$ cat config.mk
export PLATFORM = sky130hd
export DESIGN_NAME = imem_loader
export DESIGN_NICKNAME = d
export VERILOG_FILES = /design/src/rtl/pat_pkg.sv /design/src/rtl/imem_word_assembler.sv /design/src/rtl/imem_loader.sv
export SDC_FILE = /design/constraint.sdc
export NUM_CORES = 1
export LEC_CHECK = 0
export ABC_AREA = 1
export CORE_UTILIZATION = 30
export DETAILED_ROUTE_END_ITERATION = 10
export PLACE_DENSITY_LB_ADDON = 0.1
export SLEW_MARGIN = 10
export SYNTH_ARGS = -nofsm -noshare
export SYNTH_HDL_FRONTEND = slang
export SYNTH_SLANG_ARGS = --single-unit
$ cat constraint.sdc
create_clock -name clk -period 1.92 [get_ports clk]
set_input_delay 0.384 -clock clk [delete_from_list [all_inputs] [get_ports clk]]
set_output_delay 0.384 -clock clk [all_outputs]
set_load 0.05 [all_outputs]
$ cat src/rtl/pat_pkg.sv
// ---------------------------------------------------------------------------
// pat_pkg
// Shared definitions for the PAT instruction-buffer loader.
//   - default geometry of the instruction buffer (address width, instruction
//     width, instructions per line, line-count width)
//   - loader_bpw(): bytes needed to fill one buffer line
//   - LOADER_BPW: bytes per line for the default geometry
//   - loader_state_t: loader FSM states
//   - loader_checksum(): the byte that makes the 8-bit sum of a load zero
// ---------------------------------------------------------------------------
package pat_pkg;

    localparam int unsigned PAT_I_ADR_WIDTH   = 10;
    localparam int unsigned PAT_I_WIDTH       = 20;
    localparam int unsigned PAT_I_BUFFER_SIZE = 2;
    localparam int unsigned PAT_CNT_WIDTH     = 11;
    localparam int unsigned PAT_LINE_W        = PAT_I_BUFFER_SIZE * PAT_I_WIDTH;

    // Bytes needed to cover a line; the top byte may be only partly used.
    function automatic int unsigned loader_bpw(input int unsigned line_w);
        return (line_w + 7) / 8;
    endfunction

    localparam int unsigned LOADER_BPW = (PAT_LINE_W + 7) / 8;

    typedef enum logic [2:0] {
        LD_IDLE    = 3'd0,
        LD_COLLECT = 3'd1,
        LD_WRITE   = 3'd2,
        LD_CHECK   = 3'd3,
        LD_DONE    = 3'd4
    } loader_state_t;

    // Two's complement of the running sum: adding it to the sum gives 0 mod 256.
    function automatic logic [7:0] loader_checksum(input logic [7:0] sum);
        return ~sum + 8'd1;
    endfunction

endpackage

$ cat src/rtl/imem_word_assembler.sv
// ---------------------------------------------------------------------------
// imem_word_assembler
// Packs a byte stream little-endian into one instruction-buffer line:
// the k-th accepted byte lands in line_out[8k+7:8k]. Bits of the top byte
// that fall above LINE_W are dropped.
// Ports:
//   clk       in   system clock
//   reset     in   synchronous, active-low reset (index and data cleared)
//   clear     in   restart at byte 0 (data register is left untouched so a
//                  completed line stays stable while it is written)
//   accept    in   byte_in is consumed this cycle
//   byte_in   in   data byte
//   full      out  the byte accepted this cycle completes the line
//   line_out  out  packed line (LINE_W bits)
// ---------------------------------------------------------------------------
module imem_word_assembler
    import pat_pkg::*;
#(
    parameter int unsigned LINE_W = PAT_LINE_W
) (
    input  logic              clk,
    input  logic              reset,
    input  logic              clear,
    input  logic              accept,
    input  logic [7:0]        byte_in,
    output logic              full,
    output logic [LINE_W-1:0] line_out
);

    localparam int unsigned BPW   = loader_bpw(LINE_W);
    localparam int unsigned IDX_W = (BPW > 1) ? $clog2(BPW) : 1;
    localparam logic [IDX_W-1:0] LAST_IDX = IDX_W'(BPW - 1);

    logic [IDX_W-1:0] idx_q, idx_d;
    logic [BPW*8-1:0] pack_q, pack_d;
    logic [BPW-1:0]   lane_we;

    // One write enable per byte lane, decoded from the byte index.
    genvar gi;
    generate
        for (gi = 0; gi < BPW; gi++) begin : g_lane
            assign lane_we[gi] = accept && (idx_q == IDX_W'(gi));
        end
    endgenerate

    assign full = accept && (idx_q == LAST_IDX);

    always_comb begin
        pack_d = pack_q;
        for (int k = 0; k < BPW; k++) begin
            if (lane_we[k]) begin
                pack_d[k*8 +: 8] = byte_in;
            end
        end
        idx_d = idx_q;
        if (clear) begin
            idx_d = '0;
        end else if (accept) begin
            idx_d = full ? '0 : idx_q + 1'b1;
        end
    end

    always_ff @(posedge clk) begin
        if (!reset) begin
            idx_q  <= '0;
            pack_q <= '0;
        end else begin
            idx_q  <= idx_d;
            pack_q <= pack_d;
        end
    end

    assign line_out = pack_q[LINE_W-1:0];

endmodule

$ cat src/rtl/imem_loader.sv
// ---------------------------------------------------------------------------
// imem_loader
// Bulk-loads the PAT instruction buffer from a byte-wide host stream.
// Bytes are packed into lines of I_BUFFER_SIZE*I_WIDTH bits and written to
// consecutive line addresses starting at load_base (wrapping at the top of
// the address space). The PAT is held in reset (pat_hold) until a load
// finishes without error.
// Optional feature macro: LOADER_CHECKSUM_EN -- after the last line one
// extra byte is expected that makes the 8-bit sum of all data bytes zero;
// a mismatch sets err and keeps pat_hold high.
// Ports:
//   clk             in   system clock
//   reset           in   synchronous, active-low reset
//   load_start      in   start pulse, honoured only when idle
//   load_base       in   first line address (latched on start)
//   load_count      in   number of lines (latched on start)
//   abort           in   cancel the load in progress
//   byte_in/valid   in   host byte stream
//   byte_ready      out  byte is accepted when byte_valid && byte_ready
//   imem_write_adr  out  line address
//   imem_write      out  one-cycle write strobe
//   imem_in         out  packed line data
//   pat_hold        out  1 = keep the PAT in reset
//   busy            out  load in progress
//   done            out  one-cycle pulse at the end of a load
//   err             out  sticky error, cleared by the next accepted start
// All outputs are registered.
// ---------------------------------------------------------------------------
module imem_loader
    import pat_pkg::*;
#(
    parameter int unsigned I_ADR_WIDTH   = PAT_I_ADR_WIDTH,
    parameter int unsigned I_WIDTH       = PAT_I_WIDTH,
    parameter int unsigned I_BUFFER_SIZE = PAT_I_BUFFER_SIZE,
    parameter int unsigned CNT_WIDTH     = PAT_CNT_WIDTH
) (
    input  logic                               clk,
    input  logic                               reset,
    input  logic                               load_start,
    input  logic [I_ADR_WIDTH-1:0]             load_base,
    input  logic [CNT_WIDTH-1:0]               load_count,
    input  logic                               abort,
    input  logic [7:0]                         byte_in,
    input  logic                               byte_valid,
    output logic                               byte_ready,
    output logic [I_ADR_WIDTH-1:0]             imem_write_adr,
    output logic                               imem_write,
    output logic [I_BUFFER_SIZE*I_WIDTH-1:0]   imem_in,
    output logic                               pat_hold,
    output logic                               busy,
    output logic                               done,
    output logic                               err
);

    localparam int unsigned LINE_W = I_BUFFER_SIZE * I_WIDTH;

    loader_state_t          state_q, state_d;
    logic [I_ADR_WIDTH-1:0] adr_q, adr_d;
    logic [CNT_WIDTH-1:0]   rem_q, rem_d;
    logic                   err_q, err_d;
    logic                   pat_hold_q, pat_hold_d;
    logic                   busy_q, busy_d;
    logic                   done_q, done_d;
    logic                   byte_ready_q, byte_ready_d;
    logic                   imem_write_q, imem_write_d;
`ifdef LOADER_CHECKSUM_EN
    logic [7:0]             sum_q, sum_d;
`endif

    logic byte_accept;
    logic asm_accept;
    logic asm_clear;
    logic asm_full;

    // abort wins over a byte offered in the same cycle: the byte stays with the host.
    assign byte_accept = byte_valid && byte_ready_q && !abort;
    assign asm_accept  = byte_accept && (state_q == LD_COLLECT);

    imem_word_assembler #(
        .LINE_W (LINE_W)
    ) u_asm (
        .clk      (clk),
        .reset    (reset),
        .clear    (asm_clear),
        .accept   (asm_accept),
        .byte_in  (byte_in),
        .full     (asm_full),
        .line_out (imem_in)
    );

    always_comb begin
        state_d    = state_q;
        adr_d      = adr_q;
        rem_d      = rem_q;
        err_d      = err_q;
        pat_hold_d = pat_hold_q;
        asm_clear  = 1'b0;
`ifdef LOADER_CHECKSUM_EN
        sum_d      = sum_q;
`endif

        case (state_q)
            LD_IDLE: begin
                if (load_start) begin
                    adr_d      = load_base;
                    rem_d      = load_count;
                    err_d      = 1'b0;
                    pat_hold_d = 1'b1;
                    asm_clear  = 1'b1;
`ifdef LOADER_CHECKSUM_EN
                    sum_d      = 8'd0;
`endif
                    state_d    = (load_count == '0) ? LD_DONE : LD_COLLECT;
                end
            end
            LD_COLLECT: begin
                if (asm_accept) begin
`ifdef LOADER_CHECKSUM_EN
                    sum_d = sum_q + byte_in;
`endif
                    if (asm_full) begin
                        state_d = LD_WRITE;
                    end
                end
            end
            LD_WRITE: begin
                // The strobe is up this cycle; step to the next line.
                adr_d     = adr_q + 1'b1;
                rem_d     = rem_q - 1'b1;
                asm_clear = 1'b1;
                if (rem_q == CNT_WIDTH'(1)) begin
`ifdef LOADER_CHECKSUM_EN
                    state_d = LD_CHECK;
`else
                    state_d = LD_DONE;
`endif
                end else begin
                    state_d = LD_COLLECT;
                end
            end
`ifdef LOADER_CHECKSUM_EN
            LD_CHECK: begin
                if (byte_accept) begin
                    if (byte_in != loader_checksum(sum_q)) begin
                        err_d = 1'b1;
                    end
                    state_d = LD_DONE;
                end
            end
`endif
            LD_DONE: begin
                state_d = LD_IDLE;
            end
            default: begin
                state_d = LD_IDLE;
            end
        endcase

        if (abort && (state_q != LD_IDLE)) begin
            state_d    = LD_IDLE;
            err_d      = 1'b1;
            pat_hold_d = 1'b1;
        end

        // Outputs are registered from the next state so they line up with it.
        if (state_d == LD_DONE) begin
            pat_hold_d = err_d;
        end
        byte_ready_d = (state_d == LD_COLLECT) || (state_d == LD_CHECK);
        imem_write_d = (state_d == LD_WRITE);
        done_d       = (state_d == LD_DONE);
        busy_d       = (state_d != LD_IDLE);
    end

    always_ff @(posedge clk) begin
        if (!reset) begin
            state_q      <= LD_IDLE;
            adr_q        <= '0;
            rem_q        <= '0;
            err_q        <= 1'b0;
            pat_hold_q   <= 1'b1;
            busy_q       <= 1'b0;
            done_q       <= 1'b0;
            byte_ready_q <= 1'b0;
            imem_write_q <= 1'b0;
`ifdef LOADER_CHECKSUM_EN
            sum_q        <= 8'd0;
`endif
        end else begin
            state_q      <= state_d;
            adr_q        <= adr_d;
            rem_q        <= rem_d;
            err_q        <= err_d;
            pat_hold_q   <= pat_hold_d;
            busy_q       <= busy_d;
            done_q       <= done_d;
            byte_ready_q <= byte_ready_d;
            imem_write_q <= imem_write_d;
`ifdef LOADER_CHECKSUM_EN
            sum_q        <= sum_d;
`endif
        end
    end

    assign byte_ready     = byte_ready_q;
    assign imem_write_adr = adr_q;
    assign imem_write     = imem_write_q;
    assign pat_hold       = pat_hold_q;
    assign busy           = busy_q;
    assign done           = done_q;
    assign err            = err_q;

endmodule

==> key figures <==
GRT
  – GR Util met2: 28.6%
  – Initial antenna violation count: 0
  – GRT Total Usage: 17.1%
  – Total congestion overflow: 0
  – Largest net degree at the start of global routing: 25
  – Global-route wire length before repair: around 15000 µm
  – Global Route met3 Usage: 5.49%
  – GRT met1 Usage: 20.7%
  – Vias in the first global route: 3159
  – Global route hottest layer: met2

Worst setup path
  – Slowest cell on crit path: clkdlybuf4s50_1
  – CP peak stage delay: 0.82 ns
  – R2R Setup Slk: 0.40 ns
  – Worst R2R Start: state_q[2]
  – Crit path launch type: register
  – Buffers & Inverters on Critical Path: 1
  – Critical Path RT: 1.54 ns
  – FF-to-FF path depth: 8
  – Critical R2R Capture: imem_write_adr[2]
  – Family with the most delay on the worst path: buffers and inverters
  – Worst setup path startpoint: u_asm.line_out[5]
  – Setup CP Type: reg -> out
  – CP Capture Type: primary output
  – CP Max Fanout: 2
  – Critical Path, Cell by Cell: clkdlybuf4s50_1
  – Arr. time, crit path: 1.50 ns

Synth
  – Synthesized area: 0.00339 mm²
  – Synth warn: 0
  – Top FF cell, synth: dfxtp_1
  – Syn Inst Count: 467
  – Register area share after synthesis: between 40% and 50%
  – Post-synth EDFFs: 0
  – Async SR Flop Fraction: 0%
  – Syn_nets: 509
  – Yosys cell types: 34
  – Synth Area per Inst: 7.26 µm²
  – Yosys reg bits: 73

Min path
  – Min-Delay Path Class: reg -> reg
  – Worst min-delay path startpoint: u_asm.line_out[1]
  – WHS Path Cells: 2
  – Hold path endpoint: u_asm.line_out[1]

Placement
  – Number of port buffers: 89
  – GPL Wtd Cong: 0.775
  – DP HPWL: 6960 µm
  – Pre-CTS setup slack: 0.0430 ns

Finish
  – Fill cells: 1135
  – Most common cell after layout, fill and taps aside: nand2_1
  – Layout cells sized above 1: 12.2%
  – Nets: 605
  – Diode count: 0
  – Util after Layout: between 40% and 50%
  – Area Overhead vs Synth: 39.1%
  – Commonest non-fill, non-tap cells in the layout: nand2_1 (126), dfxtp_1 (73), clkdlybuf4s50_1 (64)

STA
  – Worst-margin pin slew: 0.525 ns
  – Hold_ws: roughly 0.47 ns
  – Setup_tns: 0 ns
  – Max Slew Vio Count: 0
  – Fin. Hold Viols: 0
  – Max Clock Skew: 0.00428 ns
  – FMAX: around 530 MHz
  – Final setup vio count: 0
  – Final worst slack: 0.0352 ns
  – Rel. slew slack: 64.9%
  – Tcrit/Tclk final: 98.2%
  – RSZ-0062 raised after global routing: no
  – Post-route minimum period: 1.88 ns

Power
  – Leakage power: 0.00200 µW
  – Worst vdd ir: 486 µV
  – Final Total Pwr: 3840 µW
  – PwrDens: 815 mW/mm²

CTS
  – Post-CTS Setup Inserts: 0
  – H-tree levels: 3
  – Sink Count: 73
  – Skew-Pair Late Insertion Delay: 0.33 ns
  – CTS tree: yes
  – Clk slew on worst S/H paths: 0.06 ns
  – Max Root-Sink Buffers: 2
  – CTS root buffer: clkbuf_16
  – Total CTS buffers: 9

Floorplan
  – Chip width: 108 µm
  – # IOs: 90
  – Initial Util: 31.0%
  – Core area: ~0.011 mm²
  – Die area: 0.0117 mm²
  – Die height: between 100 and 150 µm
  – FP Rows: 38

Routing
  – Via count: 3272
  – Number of routed nets with antenna violations: 0
  – DRC Markers: 0
  – Initial DRC count: between 100 and 150
  – Routed len/inst: between 10 and 15 µm
  – Vias per cell: 4.63
  – DRT Pass-1 Iters: 4
  – Drt total wl: 9620 µm

Outcome
  – Outcome: finished, final reports clean

Job
  – Max Cap Violations: 0
-- layer usage --
layer	vias to the layer above	share of wire, %	wire length [µm]
li1	1708	-	-
met1	1476	46	4400
met2	77	46	4450
met3	11	6.5	623
met4	0	1.4	137
met5	-	0	0
-- cell type report --
class	count	area, µm²	area share [%]
clock buffer	9	225	4.78
multi-input combinational	325	1630	34.5
timing repair buffer	100	933	19.8
inverter	54	210	4.46
tap	140	175	3.72
clock inverter	5	82.6	1.75
sequential	73	1460	31.0
-- how the worst max path moves through the flow --
stage,end,slack (ns),cells past startpoint
2_1_floorplan,imem_write_adr[6],0.29,6
3_5_place_dp,u_asm.line_out[18],0.04,10
5_1_grt,imem_in[14],0.002,1
4_1_cts,imem_in[5],0.01,1
3_3_place_gp,u_asm.line_out[0],0.09,10
6_report,imem_in[5],0.04,1
-- flip-flops by register name, indices dropped and copies added, names as in the netlist, 3 cells and up --
| signal | cells |
|---|---|
| u_asm.line_out | 40 |
| rem_q | 11 |
| imem_write_adr | 10 |
| state_q | 3 |
| u_asm.idx_q | 3 |
-- tightest hold or removal path, stage by stage (launching register included) --
cell     delay, ns
dfxtp_1       0.31
nand2_1       0.06
a21oi_1       0.06
-- cells by family (layout without fill, tap and decap cells) --
kind of cell               count (synthesis)  after routing  share of synthesized area, %
DFF                                       73             73                          43.1
adders and majority gates                  8              8                          2.95
and+or+nand+nor                          212            212                          28.2
AOI/OAI and AO/OA                        101            101                          15.7
xor gates and xnor gates                   4              4                          1.03
buffers and inverters                     69            168                          8.93
-- cell usage after synthesis (all sizes together) (2+ instances only) --
| cell | count | share of area, % |
|---|---|---|
| nand3b | 2 | 0.44 |
| nor2 | 39 | 5.3 |
| a31oi | 3 | 0.55 |
| buf | 8 | 2.0 |
| inv | 54 | 6.2 |
| o211ai | 4 | 0.89 |
| clkbuf | 7 | 0.78 |
| nand2 | 129 | 15 |
| nand4 | 4 | 0.74 |
| nor3 | 11 | 2.0 |
| xor2 | 3 | 0.78 |
| a21oi | 56 | 8.3 |
| or2 | 2 | 0.37 |
| ha | 8 | 3.0 |
| o21ai | 34 | 5.0 |
| dfxtp | 73 | 43 |
| nand3 | 25 | 4.8 |
-- per-stage QoR --
| stage | cells | instance area, µm² |
|---|---|---|
| floorplan | 467 | 3390 |
| global placement | 692 | 4400 |
| detailed placement | 692 | 4400 |
| CTS | 706 | 4710 |
| global route | 706 | 4710 |
| finish | 706 | 4710 |
-- what timing repair did --
action | CTS | global route
endpoints found under the setup margin | 0 | 2
hold buffers | 0 | 0
resized for setup | 0 | 2
-- report_power, final --
group | total [µW] | internal, µW | switching [µW] | leakage [µW]
registers | 1600 | 1550 | 41.9 | 0.000593
clock network | 1770 | 1120 | 648 | 0.000151
logic | 473 | 184 | 289 | 0.00125
Power figures use the tool's default switching activity.
